<file path="config.mk">
export PLATFORM = sky130hd
export DESIGN_NAME = ws2812_tx
export DESIGN_NICKNAME = d
export VERILOG_FILES = /design/src/rtl/ws2812_tx.sv
export SDC_FILE = /design/constraint.sdc
export NUM_CORES = 1
export LEC_CHECK = 0
export CORE_ASPECT_RATIO = 1.25
export CORE_MARGIN = 2
export CORE_UTILIZATION = 30
export DETAILED_ROUTE_END_ITERATION = 10
export DONT_BUFFER_PORTS = 1
export MAX_ROUTING_LAYER = met4
export PLACE_DENSITY = 0.52
export SYNTH_ARGS = -nofsm -noshare
export SYNTH_HDL_FRONTEND = slang
export SYNTH_SLANG_ARGS = --single-unit
</file>
<file path="constraint.sdc">
create_clock -name clk -period 3.3 [get_ports clk]
set_input_delay 0.66 -clock clk [delete_from_list [all_inputs] [get_ports clk]]
set_output_delay 0.66 -clock clk [all_outputs]
set_load 0.01 [all_outputs]
</file>
<file path="src/rtl/ws2812_tx.sv">
// WS2812B serial line driver: 24-bit pixels out as NRZ pulses,
// with a one-entry holding register for gapless updates.
module ws2812_tx #(
    parameter int T0H          = 8,
    parameter int T1H          = 16,
    parameter int BIT_CYCLES   = 25,
    parameter int RESET_CYCLES = 6000
) (
    input  logic        clk,
    input  logic        rst_n,
    input  logic [23:0] data_in,
    input  logic        latch,
    input  logic        valid,
    output logic        ready,
    output logic        led,
    output logic        busy,
    output logic        underrun
);

    localparam int CW = $clog2(BIT_CYCLES);
    localparam int RW = $clog2(RESET_CYCLES + 1);

    localparam logic [CW-1:0] T0H_C  = CW'(T0H);
    localparam logic [CW-1:0] T1H_C  = CW'(T1H);
    localparam logic [CW-1:0] CYC_LAST = CW'(BIT_CYCLES - 1);
    localparam logic [RW-1:0] RST_LAST = RW'(RESET_CYCLES - 1);

    typedef enum logic [1:0] {
        IDLE,
        SEND,
        LATCH
    } state_t;

    state_t        state_q, state_d;
    logic [23:0]   shift_q, shift_d;
    logic          cur_latch_q, cur_latch_d;
    logic [4:0]    bit_q, bit_d;
    logic [CW-1:0] cyc_q, cyc_d;
    logic [RW-1:0] rst_q, rst_d;

    logic [23:0]   hold_data_q, hold_data_d;
    logic          hold_latch_q, hold_latch_d;
    logic          hold_full_q, hold_full_d;

    logic          ready_q, ready_d;
    logic          led_q, led_d;
    logic          busy_q, busy_d;
    logic          underrun_q, underrun_d;

    logic          load;
    logic          accept;

    assign accept = valid && ready_q;

    always_comb begin
        state_d     = state_q;
        shift_d     = shift_q;
        cur_latch_d = cur_latch_q;
        bit_d       = bit_q;
        cyc_d       = cyc_q;
        rst_d       = rst_q;
        underrun_d  = 1'b0;
        load        = 1'b0;

        unique case (state_q)
            IDLE: begin
                if (hold_full_q) begin
                    load = 1'b1;
                end
            end
            SEND: begin
                if (cyc_q == CYC_LAST) begin
                    cyc_d = '0;
                    if (bit_q == 5'd23) begin
                        if (cur_latch_q) begin
                            state_d = LATCH;
                            rst_d   = '0;
                        end else if (hold_full_q) begin
                            load = 1'b1;
                        end else begin
                            state_d    = IDLE;
                            underrun_d = 1'b1;
                        end
                    end else begin
                        shift_d = {shift_q[22:0], 1'b0};
                        bit_d   = bit_q + 5'd1;
                    end
                end else begin
                    cyc_d = cyc_q + 1'b1;
                end
            end
            LATCH: begin
                if (rst_q == RST_LAST) begin
                    state_d = IDLE;
                    rst_d   = '0;
                end else begin
                    rst_d = rst_q + 1'b1;
                end
            end
            default: state_d = IDLE;
        endcase

        if (load) begin
            state_d     = SEND;
            shift_d     = hold_data_q;
            cur_latch_d = hold_latch_q;
            bit_d       = '0;
            cyc_d       = '0;
        end
    end

    // Hold refill wins over the drain when both land on one edge.
    always_comb begin
        hold_data_d  = hold_data_q;
        hold_latch_d = hold_latch_q;
        hold_full_d  = hold_full_q;
        if (load) begin
            hold_full_d = 1'b0;
        end
        if (accept) begin
            hold_data_d  = data_in;
            hold_latch_d = latch;
            hold_full_d  = 1'b1;
        end
    end

    // Outputs are computed from next state so the pin is registered
    // yet rises on the very edge a pixel is loaded.
    always_comb begin
        ready_d = !hold_full_d;
        busy_d  = (state_d != IDLE) || hold_full_d;
        led_d   = (state_d == SEND) &&
                  (cyc_d < (shift_d[23] ? T1H_C : T0H_C));
    end

    always_ff @(posedge clk) begin
        if (!rst_n) begin
            state_q      <= IDLE;
            shift_q      <= '0;
            cur_latch_q  <= 1'b0;
            bit_q        <= '0;
            cyc_q        <= '0;
            rst_q        <= '0;
            hold_data_q  <= '0;
            hold_latch_q <= 1'b0;
            hold_full_q  <= 1'b0;
            ready_q      <= 1'b0;
            led_q        <= 1'b0;
            busy_q       <= 1'b0;
            underrun_q   <= 1'b0;
        end else begin
            state_q      <= state_d;
            shift_q      <= shift_d;
            cur_latch_q  <= cur_latch_d;
            bit_q        <= bit_d;
            cyc_q        <= cyc_d;
            rst_q        <= rst_d;
            hold_data_q  <= hold_data_d;
            hold_latch_q <= hold_latch_d;
            hold_full_q  <= hold_full_d;
            ready_q      <= ready_d;
            led_q        <= led_d;
            busy_q       <= busy_d;
            underrun_q   <= underrun_d;
        end
    end

    assign ready    = ready_q;
    assign led      = led_q;
    assign busy     = busy_q;
    assign underrun = underrun_q;

endmodule

</file>
==> flow_metrics.py, run 1 <==
metrics = {
    "run_status": {
        "status": "finished, final reports clean",
    },
    "pwr": {
        "power_density_nw_per_um2": 562,
        "leakage_nw": 1.35,
        "irDropWorstVdd_mv": 0.306,
        "power_mw": 2.15,
    },
    "logic_synthesis": {
        "syn_area_um2": 3420,
        "synth_top_cell_by_area": "dfxtp_1",
        "synth.distinct_cells": 48,
        "synth_seq_area_share_pct": 46.8,
        "synthCells": 391,
        "synth_fp_nets": 424,
        "synth_most_common_cell": "dfxtp_1",
        "synth_edf_count": 0,
        "yosysTopAreaCellShare_pct": 46.8,
        "synthTopCellsByArea": "dfxtp_1 47%, mux2i_1 8.2%, nand2_1 6.7%",
        "yosys_warnings": 0,
        "avgSynthCellArea_um2": 8.76,
        "synth_ff_type": "dfxtp_1",
        "synth-seq-cells": 80,
        "synth_common_cells": "80 x dfxtp_1, 61 x nand2_1, 44 x nor2_1, 33 x a21oi_1, 28 x mux2i_1",
        "synthArstFlopShare_pct": 0,
    },
    "detailed_routing": {
        "first_pass_iters": 4,
        "wl_per_cell_um": 13.2,
        "drc": 0,
        "drtIter0Drc": 120,
        "routed_via_density": 5.04,
        "vias": 2633,
        "routed_wl_um": 6920,
        "antenna_left": 0,
    },
    "critical_path": {
        "crit_path_max_incr_delay_ps": 470,
        "required_ps": 3550,
        "worstPathArrival_ps": 2470,
        "slowest_stage": "buf_4",
        "rrSetupSlack_ps": 1080,
        "crit_chain": "inv_1 > ha_1 > and4b_1 > a41oi_4 > buf_4 > nand2_1 > nor3_1",
        "critPathMaxFanout": 52,
        "crit_type": "flip-flop to flip-flop",
        "reg2regPathDepth": 7,
        "timing.rr.end": "bit_q[2]$_SDFFE_PP0P_",
        "startpoint_type": "flip-flop",
        "endpoint_kind": "flip-flop",
        "worstReg2RegStart": "cyc_q[0]$_SDFFE_PP0P_",
    },
    "global_route": {
        "track_usage_pct": 12.7,
        "antenna_found_initial": 0,
        "grt_max_degree": 57,
        "grt_pass1_wl_um": 12200,
        "grt_pass1_vias": 2654,
        "grt-ovfl-total": 0,
    },
    "floorplanning": {
        "die_w_um": 99.5,
        "start_util_pct": 30.7,
        "ios": 32,
        "rows": 43,
        "core_area_um2": 11100,
        "die_h_um": 123,
        "fp.dieArea_um2": 12300,
    },
    "sta": {
        "layout_worst_path_cycle_share_pct": 67.3,
        "layout_setup_ws_ps": 1080,
        "relSlewSlack_pct": 33.0,
        "setup_viol": 0,
        "tightest_slew_ps": 1010,
        "hold_viol_final": 0,
        "setup_tns_ps": 0,
        "period_needed_ps": 2220,
        "finalMaxSlewViolations": 0,
        "rsz0062_at_grt": "no",
        "finalClockSkew_ps": 8.61,
        "max_freq_ghz": 0.450,
    },
    "worst_hold_path": {
        "hold_path.startpoint": "rst_n",
        "hold_class": "input pin to flip-flop",
        "hold_end": "ready$_SDFF_PN0_",
        "worstHoldPathCells": 1,
    },
    "finish": {
        "final_util_pct": 34.4,
        "seq_area_um2": 1600,
        "layout.nets": 415,
        "insertedDiodeCount": 0,
        "area_delta_synth_final_pct": 11.9,
        "nFillCells": 1163,
        "stdcell_count": 522,
        "drive_gt1_share_pct": 6.98,
        "multi_input_comb_area_um2": 1710,
    },
    "clock_network": {
        "cts_tree": "done",
        "ctsHoldBuffers": 0,
        "cts_setup_buffers": 0,
        "cts_made_buffers": 9,
        "cts_sinks": 80,
        "cts.clk_slew.worst_paths_ps": 60,
        "root_buffer": "clkbuf_16",
        "ctsHtreeMaxLevel": 3,
        "clk_latency_ps": 330,
        "cts_max_path_buffers": 2,
        "cts-resized-gates": 0,
    },
    "flow_run": {
        "cap_violations": 0,
    },
    "place": {
        "port_buffers": 0,
        "placed_cells": 506,
        "dp.final_hpwl_um": 4660,
        "place.gp.congestion": 0.816,
        "pre_cts_slack_ps": 1070,
    },
}
==> kinds of logic after synthesis <==
kind of cell    share of synthesized area, %
mux                                     8.19
fa+ha+maj                               1.83
simple gates                            21.2
xor+xnor                                1.79
flops                                   46.8
compound gates                          16.4
buf+inv                                 3.76
==> worst max path at each step <==
stage	from	to	depth (start not counted)
6_report	cyc_q[0]$_SDFFE_PP0P_	bit_q[2]$_SDFFE_PP0P_	7
5_1_grt	state_q[0]$_SDFF_PN0_	led$_SDFF_PN0_	9
4_1_cts	cyc_q[0]$_SDFFE_PP0P_	cyc_q[3]$_SDFF_PN0_	7
3_5_place_dp	cyc_q[0]$_SDFFE_PP0P_	bit_q[2]$_SDFFE_PP0P_	7
3_3_place_gp	bit_q[0]$_SDFFE_PP0P_	cyc_q[3]$_SDFF_PN0_	6
2_1_floorplan	cyc_q[0]$_SDFFE_PP0P_	led$_SDFF_PN0_	13
==> critical path, delay by kind of cell (launching register included) <==
| kind | cells | cell delay (ps) |
|---|---|---|
| adders and majority gates | 1 | 210 |
| AOI/OAI and AO/OA | 1 | 200 |
| buffers and inverters | 2 | 550 |
| DFF | 1 | 350 |
| and+or+nand+nor | 3 | 820 |
==> routing by layer <==
metal / global-route usage [%] / routed length, µm / vias to the layer above
met5: - / 0 / -
met4: 4.79 / 112 / 0
met3: 3.67 / 258 / 10
met2: 21.8 / 3300 / 34
met1: 14.1 / 3240 / 1222
li1: - / - / 1367
==> through the flow <==
stage	instance area (µm²)	hold slack (ps)
finish	3830	448
global route	3830	434
global placement	3530	446
floorplan	3420	436
CTS	3830	439
detailed placement	3530	449
==> state kept, by name, summed over array words and instances, names as in the netlist <==
name / cells
busy: 1
hold_latch_q: 1
state_q: 2
bit_q: 5
hold_data_q: 24
led: 1
shift_q: 24
rst_q: 13
cur_latch_q: 1
cyc_q: 5
ready: 1
underrun: 1
hold_full_q: 1
==> cells in the final DEF, fill, tap and decap left out, drive strengths merged, types with 2 or more instances in the layout <==
master	instances
nand2b	2
a31oi	3
nor4	5
o21ai	8
ha	5
xnor2	2
nand2	61
and2	3
a211oi	23
nor3	7
nand4	5
dfxtp	80
a41oi	4
nor2	44
a21oi	33
inv	5
and4b	3
clkbuf	10
mux2i	28
nor3b	5
nor2b	2
a22oi	2
nand3	10
a21o	4
xor2	5
buf	4
clkinv	6
and3	3
==> cell type report <==
| class | count | share of cell area [%] |
|---|---|---|
| Multi-Input combinational cell | 281 | 44.6 |
| Sequential cell | 80 | 41.8 |
| Clock buffer | 10 | 6.24 |
| Tap cell | 135 | 4.41 |
| Clock inverter | 6 | 1.54 |
| Timing Repair Buffer | 4 | 0.784 |
| Inverter | 6 | 0.588 |
==> power by group <==
| group | internal (mW) | switching, mW |
|---|---|---|
| logic | 0.0479 | 0.0816 |
| clock network | 0.602 | 0.383 |
| registers | 1.01 | 0.0275 |
No activity file was read; power rests on OpenSTA's default activity.
==> inputs of run 2 (changes only) <==
==> constraint.sdc (replaced) <==
create_clock -name clk -period 2.1 [get_ports clk]
set_input_delay 0.42 -clock clk [delete_from_list [all_inputs] [get_ports clk]]
set_output_delay 0.42 -clock clk [all_outputs]
set_load 0.01 [all_outputs]
==> run 2 against run 1 <==
Effect of this change:
- the run now ends with setup timing left
- via count increased by 2.7%
- final cell count grew 2.9%
- worst hold slack got worse by 240 ps
- non-clock buffer count rose by 17
- largest cell class unchanged
- highest routed layer unchanged
==> flow_metrics.py, run 2 (synthesis results as in run 1) <==
metrics = {
    "run_status": {
        "status": "finished with violations",
        "violations": "setup timing",
    },
    "finish": {
        "stdcell_count": 537,
        "area_delta_synth_final_pct": 16.4,
        "largestRegisters": "hold_data_q x24, shift_q x24, rst_q x13",
        "layout_commonest_cell": "dfxtp_1",
        "layout_common_cells": "76 x dfxtp_1, 60 x nand2_1, 44 x nor2_1, 33 x a21oi_1, 28 x mux2i_1",
        "nFillCells": 1153,
        "drive_gt1_share_pct": 12.2,
        "insertedDiodeCount": 0,
        "layout.nets": 432,
    },
    "worst_hold_path": {
        "worstHoldPathCells": 1,
        "hold_class": "input pin to flip-flop",
    },
    "floorplanning": {
        "start_util_pct": 30.7,
        "rows": 43,
        "fp.dieArea_um2": 12300,
        "die_w_um": 99.5,
        "ios": 32,
        "die_h_um": 123,
        "core_area_um2": 11100,
    },
    "pwr": {
        "p_int_mw": 2.58,
        "p_sw_share_pct": 22.6,
        "p_seq_share_pct": 48.9,
        "irDropWorstVdd_mv": 0.363,
        "power_density_nw_per_um2": 838,
        "combPwrFrac_pct": 6.9,
        "p_switching_mw": 0.756,
        "leakage_nw": 1.42,
        "clockPowerShare_pct": 44.2,
        "power_mw": 3.34,
    },
    "sta": {
        "layout_worst_path_cycle_share_pct": 100,
        "relSlewSlack_pct": 63.1,
        "rsz0062_at_grt": "yes",
        "layout_setup_ws_ps": -9.50,
        "finalClockSkew_ps": 8.41,
        "hold_viol_final": 0,
        "tightest_slew_ps": 554,
        "max_freq_ghz": 0.474,
        "setup_viol": 1,
        "setup_tns_ps": -9.50,
        "finalMaxSlewViolations": 0,
        "period_needed_ps": 2110,
    },
    "detailed_routing": {
        "drc": 0,
        "wl_per_cell_um": 13.6,
        "vias": 2703,
        "first_pass_iters": 4,
        "routed_wl_um": 7310,
        "antenna_left": 0,
        "drtIter0Drc": 87,
        "routed_via_density": 5.03,
    },
    "critical_path": {
        "required_ps": 2370,
        "endpoint_kind": "flip-flop",
        "worstPathArrival_ps": 2380,
        "critPathMaxFanout": 3,
        "reg2regPathDepth": 11,
        "startpoint_type": "flip-flop",
        "crit_type": "flip-flop to flip-flop",
    },
    "place": {
        "port_buffers": 0,
        "pre_cts_slack_ps": 28.5,
        "dp.final_hpwl_um": 5020,
        "placed_cells": 520,
        "place.gp.congestion": 0.766,
    },
    "clock_network": {
        "cts_max_path_buffers": 2,
        "cts_tree": "done",
        "clk_latency_ps": 330,
        "cts_sinks": 80,
        "cts_made_buffers": 9,
        "cts.clk_slew.worst_paths_ps": 60,
        "ctsHtreeMaxLevel": 3,
        "root_buffer": "clkbuf_16",
    },
    "global_route": {
        "grt-ovfl-total": 0,
        "track_usage_pct": 13.1,
        "antenna_found_initial": 0,
        "grt_max_degree": 41,
        "grt_pass1_wl_um": 12300,
        "grt_pass1_vias": 2618,
    },
    "flow_run": {
        "cap_violations": 0,
    },
}
run 2: worst max-delay path, stage by stage, from the launching register on:
cell,delay (ps)
dfxtp_4,360
ha_4,150
and4b_2,270
nor3_4,200
mux2i_1,230
nand2_2,90
o21ai_2,70
ha_1,250
nand2_1,70
nor2_1,40
nor3_1,170
and3_1,160
run 2: final timing paths:
check	from	slack, ps	to
max	bit_q[0]$_SDFFE_PP0P_	-9	led$_SDFF_PN0_
min reg2reg	hold_data_q[8]$_SDFFE_PN0P_	450	hold_data_q[8]$_SDFFE_PN0P_
max reg2reg	bit_q[0]$_SDFFE_PP0P_	-9	led$_SDFF_PN0_
min	rst_n	210	ready$_SDFF_PN0_
run 2: area by class of cell:
type | instances | area (µm²) | share of cell area, %
Inverter | 6 | 22.5 | 0.565
Tap cell | 135 | 169 | 4.24
Timing Repair Buffer | 21 | 174 | 4.36
Clock inverter | 4 | 47.5 | 1.19
Clock buffer | 10 | 229 | 5.75
Multi-Input combinational cell | 281 | 1730 | 43.5
Sequential cell | 80 | 1610 | 40.4
run 2: what timing repair did:
action | 4_1_cts | 5_1_grt
resized for setup | 0 | 8
endpoints found under the setup margin | 0 | 12
buffers inserted | 0 | 3
hold buffers | 0 | 0
run 2: power by group through the flow:
stage	combinational, mW	sequential [mW]	clock (mW)
6_report	0.231	1.63	1.48
5_1_grt	0.267	1.64	1.59
4_1_cts	0.226	1.63	1.52
3_5_place_dp	0.225	1.67	0
3_3_place_gp	0.219	1.67	0
2_1_floorplan	0.182	1.65	0
run 2: layer usage:
metal | track usage (%) | vias up | share of wire [%] | wire (µm)
li1 | - | 1396 | - | -
met1 | 14.8 | 1262 | 46 | 3340
met2 | 22.2 | 37 | 50 | 3660
met3 | 2.88 | 8 | 2.5 | 183
met4 | 6.25 | 0 | 1.7 | 125
met5 | - | - | 0 | 0
run 2: metrics by stage:
| stage | utilization, % | area, µm² | hold slack [ps] |
|---|---|---|---|
| detailed placement | 32.7 | 3640 | 448 |
| CTS | 35.2 | 3920 | 190 |
| global placement | 32.7 | 3640 | 443 |
| finish | 35.8 | 3990 | 207 |
| global route | 35.8 | 3990 | 195 |
| floorplan | - | 3470 | 436 |
==> inputs of run 3 (changes only) <==
--- a/config.mk
+++ b/config.mk
@@ -6,7 +6,6 @@
 export NUM_CORES = 1
 export LEC_CHECK = 0
 export CORE_ASPECT_RATIO = 1.25
-export CORE_MARGIN = 2
 export CORE_UTILIZATION = 30
 export DETAILED_ROUTE_END_ITERATION = 10
 export DONT_BUFFER_PORTS = 1
==> run 3 against run 2 <==
Effect of this change:
- critical endpoint unchanged
- largest cell class unchanged
- wire length decreased by 0.81%
- final cell count up 1.3%
- register-to-register slack improved by 30 ps
- critical path type unchanged
- the flow now finishes without violations
- core utilization rose by 1.0 points
- clock skew rose by 1.1 ps
- power increased by 9.7%
==> flow_metrics.py, run 3 (synthesis results as in run 1) <==
metrics = {
    "global_route": {
        "grt_pass1_vias": 2662,
        "track_usage_pct": 13.2,
        "antenna_found_initial": 0,
        "grt_max_degree": 44,
        "grt_pass1_wl_um": 12200,
        "grt-ovfl-total": 0,
    },
    "pwr": {
        "p_seq_share_pct": 44.5,
        "irDropWorstVdd_mv": 0.527,
        "p_switching_mw": 0.790,
        "power_density_nw_per_um2": 898,
        "combPwrFrac_pct": 6.2,
        "leakage_nw": 1.48,
        "power_mw": 3.66,
        "p_sw_share_pct": 21.6,
        "clockPowerShare_pct": 49.3,
        "p_int_mw": 2.87,
    },
    "finish": {
        "insertedDiodeCount": 0,
        "nFillCells": 1167,
        "multi_input_comb_area_um2": 1720,
        "layout_common_cells": "77 x dfxtp_1, 59 x nand2_1, 44 x nor2_1, 33 x a21oi_1, 28 x mux2i_1",
        "largestRegisters": "hold_data_q x24, shift_q x24, rst_q x13",
        "layout_commonest_cell": "dfxtp_1",
        "seq_area_um2": 1610,
        "layout.nets": 437,
        "area_delta_synth_final_pct": 19.1,
        "drive_gt1_share_pct": 13.4,
    },
    "critical_path": {
        "startpoint_type": "flip-flop",
        "worstPathArrival_ps": 2350,
        "cp_top_family": "simple AND/OR/NAND/NOR gates",
        "crit_top_cell": "nand2_1",
        "crit_chain": "ha_2 > and4b_2 > nor3_4 > mux2i_1 > nand2_1 > o21ai_1 > ha_1 > nand2_1 > nor2_1 > nor3_1 > and3_1",
        "slowest_stage": "dfxtp_2",
        "required_ps": 2370,
        "crit_type": "flip-flop to flip-flop",
        "critPathMaxFanout": 3,
        "critPathBufInv": 0,
        "endpoint_kind": "flip-flop",
        "crit_path_max_incr_delay_ps": 330,
    },
    "clock_network": {
        "cts.clk_slew.worst_paths_ps": 60,
        "root_buffer": "clkbuf_16",
        "cts_made_buffers": 9,
        "ctsHtreeMaxLevel": 3,
        "ctsHoldBuffers": 0,
        "clk_latency_ps": 330,
        "cts_tree": "done",
        "cts_sinks": 80,
        "cts_max_path_buffers": 2,
    },
    "floorplanning": {
        "die_w_um": 97.5,
        "core_area_um2": 11100,
        "rows": 43,
        "fp.dieArea_um2": 11800,
        "start_util_pct": 30.9,
        "die_h_um": 121,
        "ios": 32,
    },
    "sta": {
        "relSlewSlack_pct": 65.5,
        "setup_tns_ps": 0,
        "finalClockSkew_ps": 9.48,
        "period_needed_ps": 2070,
        "tightest_slew_ps": 514,
        "hold_viol_final": 0,
        "max_freq_ghz": 0.482,
        "layout_worst_path_cycle_share_pct": 98.8,
        "setup_viol": 0,
        "finalMaxSlewViolations": 0,
        "rsz0062_at_grt": "yes",
        "whs_ps": 205,
    },
    "detailed_routing": {
        "routed_via_density": 5.06,
        "antenna_left": 0,
        "drc": 0,
        "drtIter0Drc": 94,
        "first_pass_iters": 6,
        "wl_per_cell_um": 13.3,
        "routed_wl_um": 7250,
        "vias": 2751,
    },
    "place": {
        "place.gp.congestion": 0.776,
        "dp.final_hpwl_um": 4970,
        "port_buffers": 0,
    },
    "worst_hold_path": {
        "hold_class": "input pin to flip-flop",
    },
    "flow_run": {
        "cap_violations": 0,
    },
    "run_status": {
        "status": "finished, final reports clean",
    },
}
## run 3: cell types whose count changed in the layout (fill, tap and decap cells not counted), sizes merged
cell and change:
clkinvlp -1, buf +5, clkbuf +1, bufinv +2
## run 3: path summary, 6_finish.rpt
kind                            slack [ps]                           end                         start  cells past startpoint
worst min-delay path                   210              ready$_SDFF_PN0_                         rst_n                      1
worst max-delay path                    30                led$_SDFF_PN0_         bit_q[1]$_SDFFE_PP0P_                     11
worst min register to register         460  hold_data_q[22]$_SDFFE_PN0P_  hold_data_q[22]$_SDFFE_PN0P_                      2
worst max register to register          30                led$_SDFF_PN0_         bit_q[1]$_SDFFE_PP0P_                     11
## run 3: layout make-up
cell class                      instances  area share (%)
Clock buffer                           11            5.95
Inverter                                6           0.552
Clock inverter                          5            2.55
Tap cell                              135            4.14
Timing Repair Buffer                   26            5.19
Sequential cell                        80            39.4
Multi-Input combinational cell        281            42.3
## run 3: routing by layer
metal / GRT usage [%] / vias up / part of all wire, %
met1: 14.5 / 1299 / 44
met5: - / - / 0
met4: 5.70 / 0 / 1.6
met2: 22.6 / 37 / 51
li1: - / 1407 / -
met3: 3.46 / 8 / 3.5
## run 3: metrics by stage
stage	worst slack [ps]	cell area (µm²)	utilization (%)	std cells
final	25.5	4080	36.8	544
after global routing	-87.8	4080	36.8	544
after CTS	9.62	4030	36.4	541
after detailed placement	9.48	3680	33.2	525
after global placement	96.7	3680	33.2	525
after floorplan	-70.2	3470	-	391
## run 3: power groups by stage
stage | logic [mW] | registers, mW | clock network (mW)
3_5_place_dp | 0.227 | 1.66 | 0
2_1_floorplan | 0.182 | 1.65 | 0
4_1_cts | 0.230 | 1.63 | 1.84
6_report | 0.228 | 1.63 | 1.81
5_1_grt | 0.259 | 1.64 | 1.90
3_3_place_gp | 0.221 | 1.66 | 0
## run 3: timing repair
| item | in CTS | in global routing |
|---|---|---|
| resized for setup | 1 | 4 |
| pin swaps | 0 | 3 |
| setup buffers | 0 | 3 |
| setup endpoints to repair | 1 | 9 |
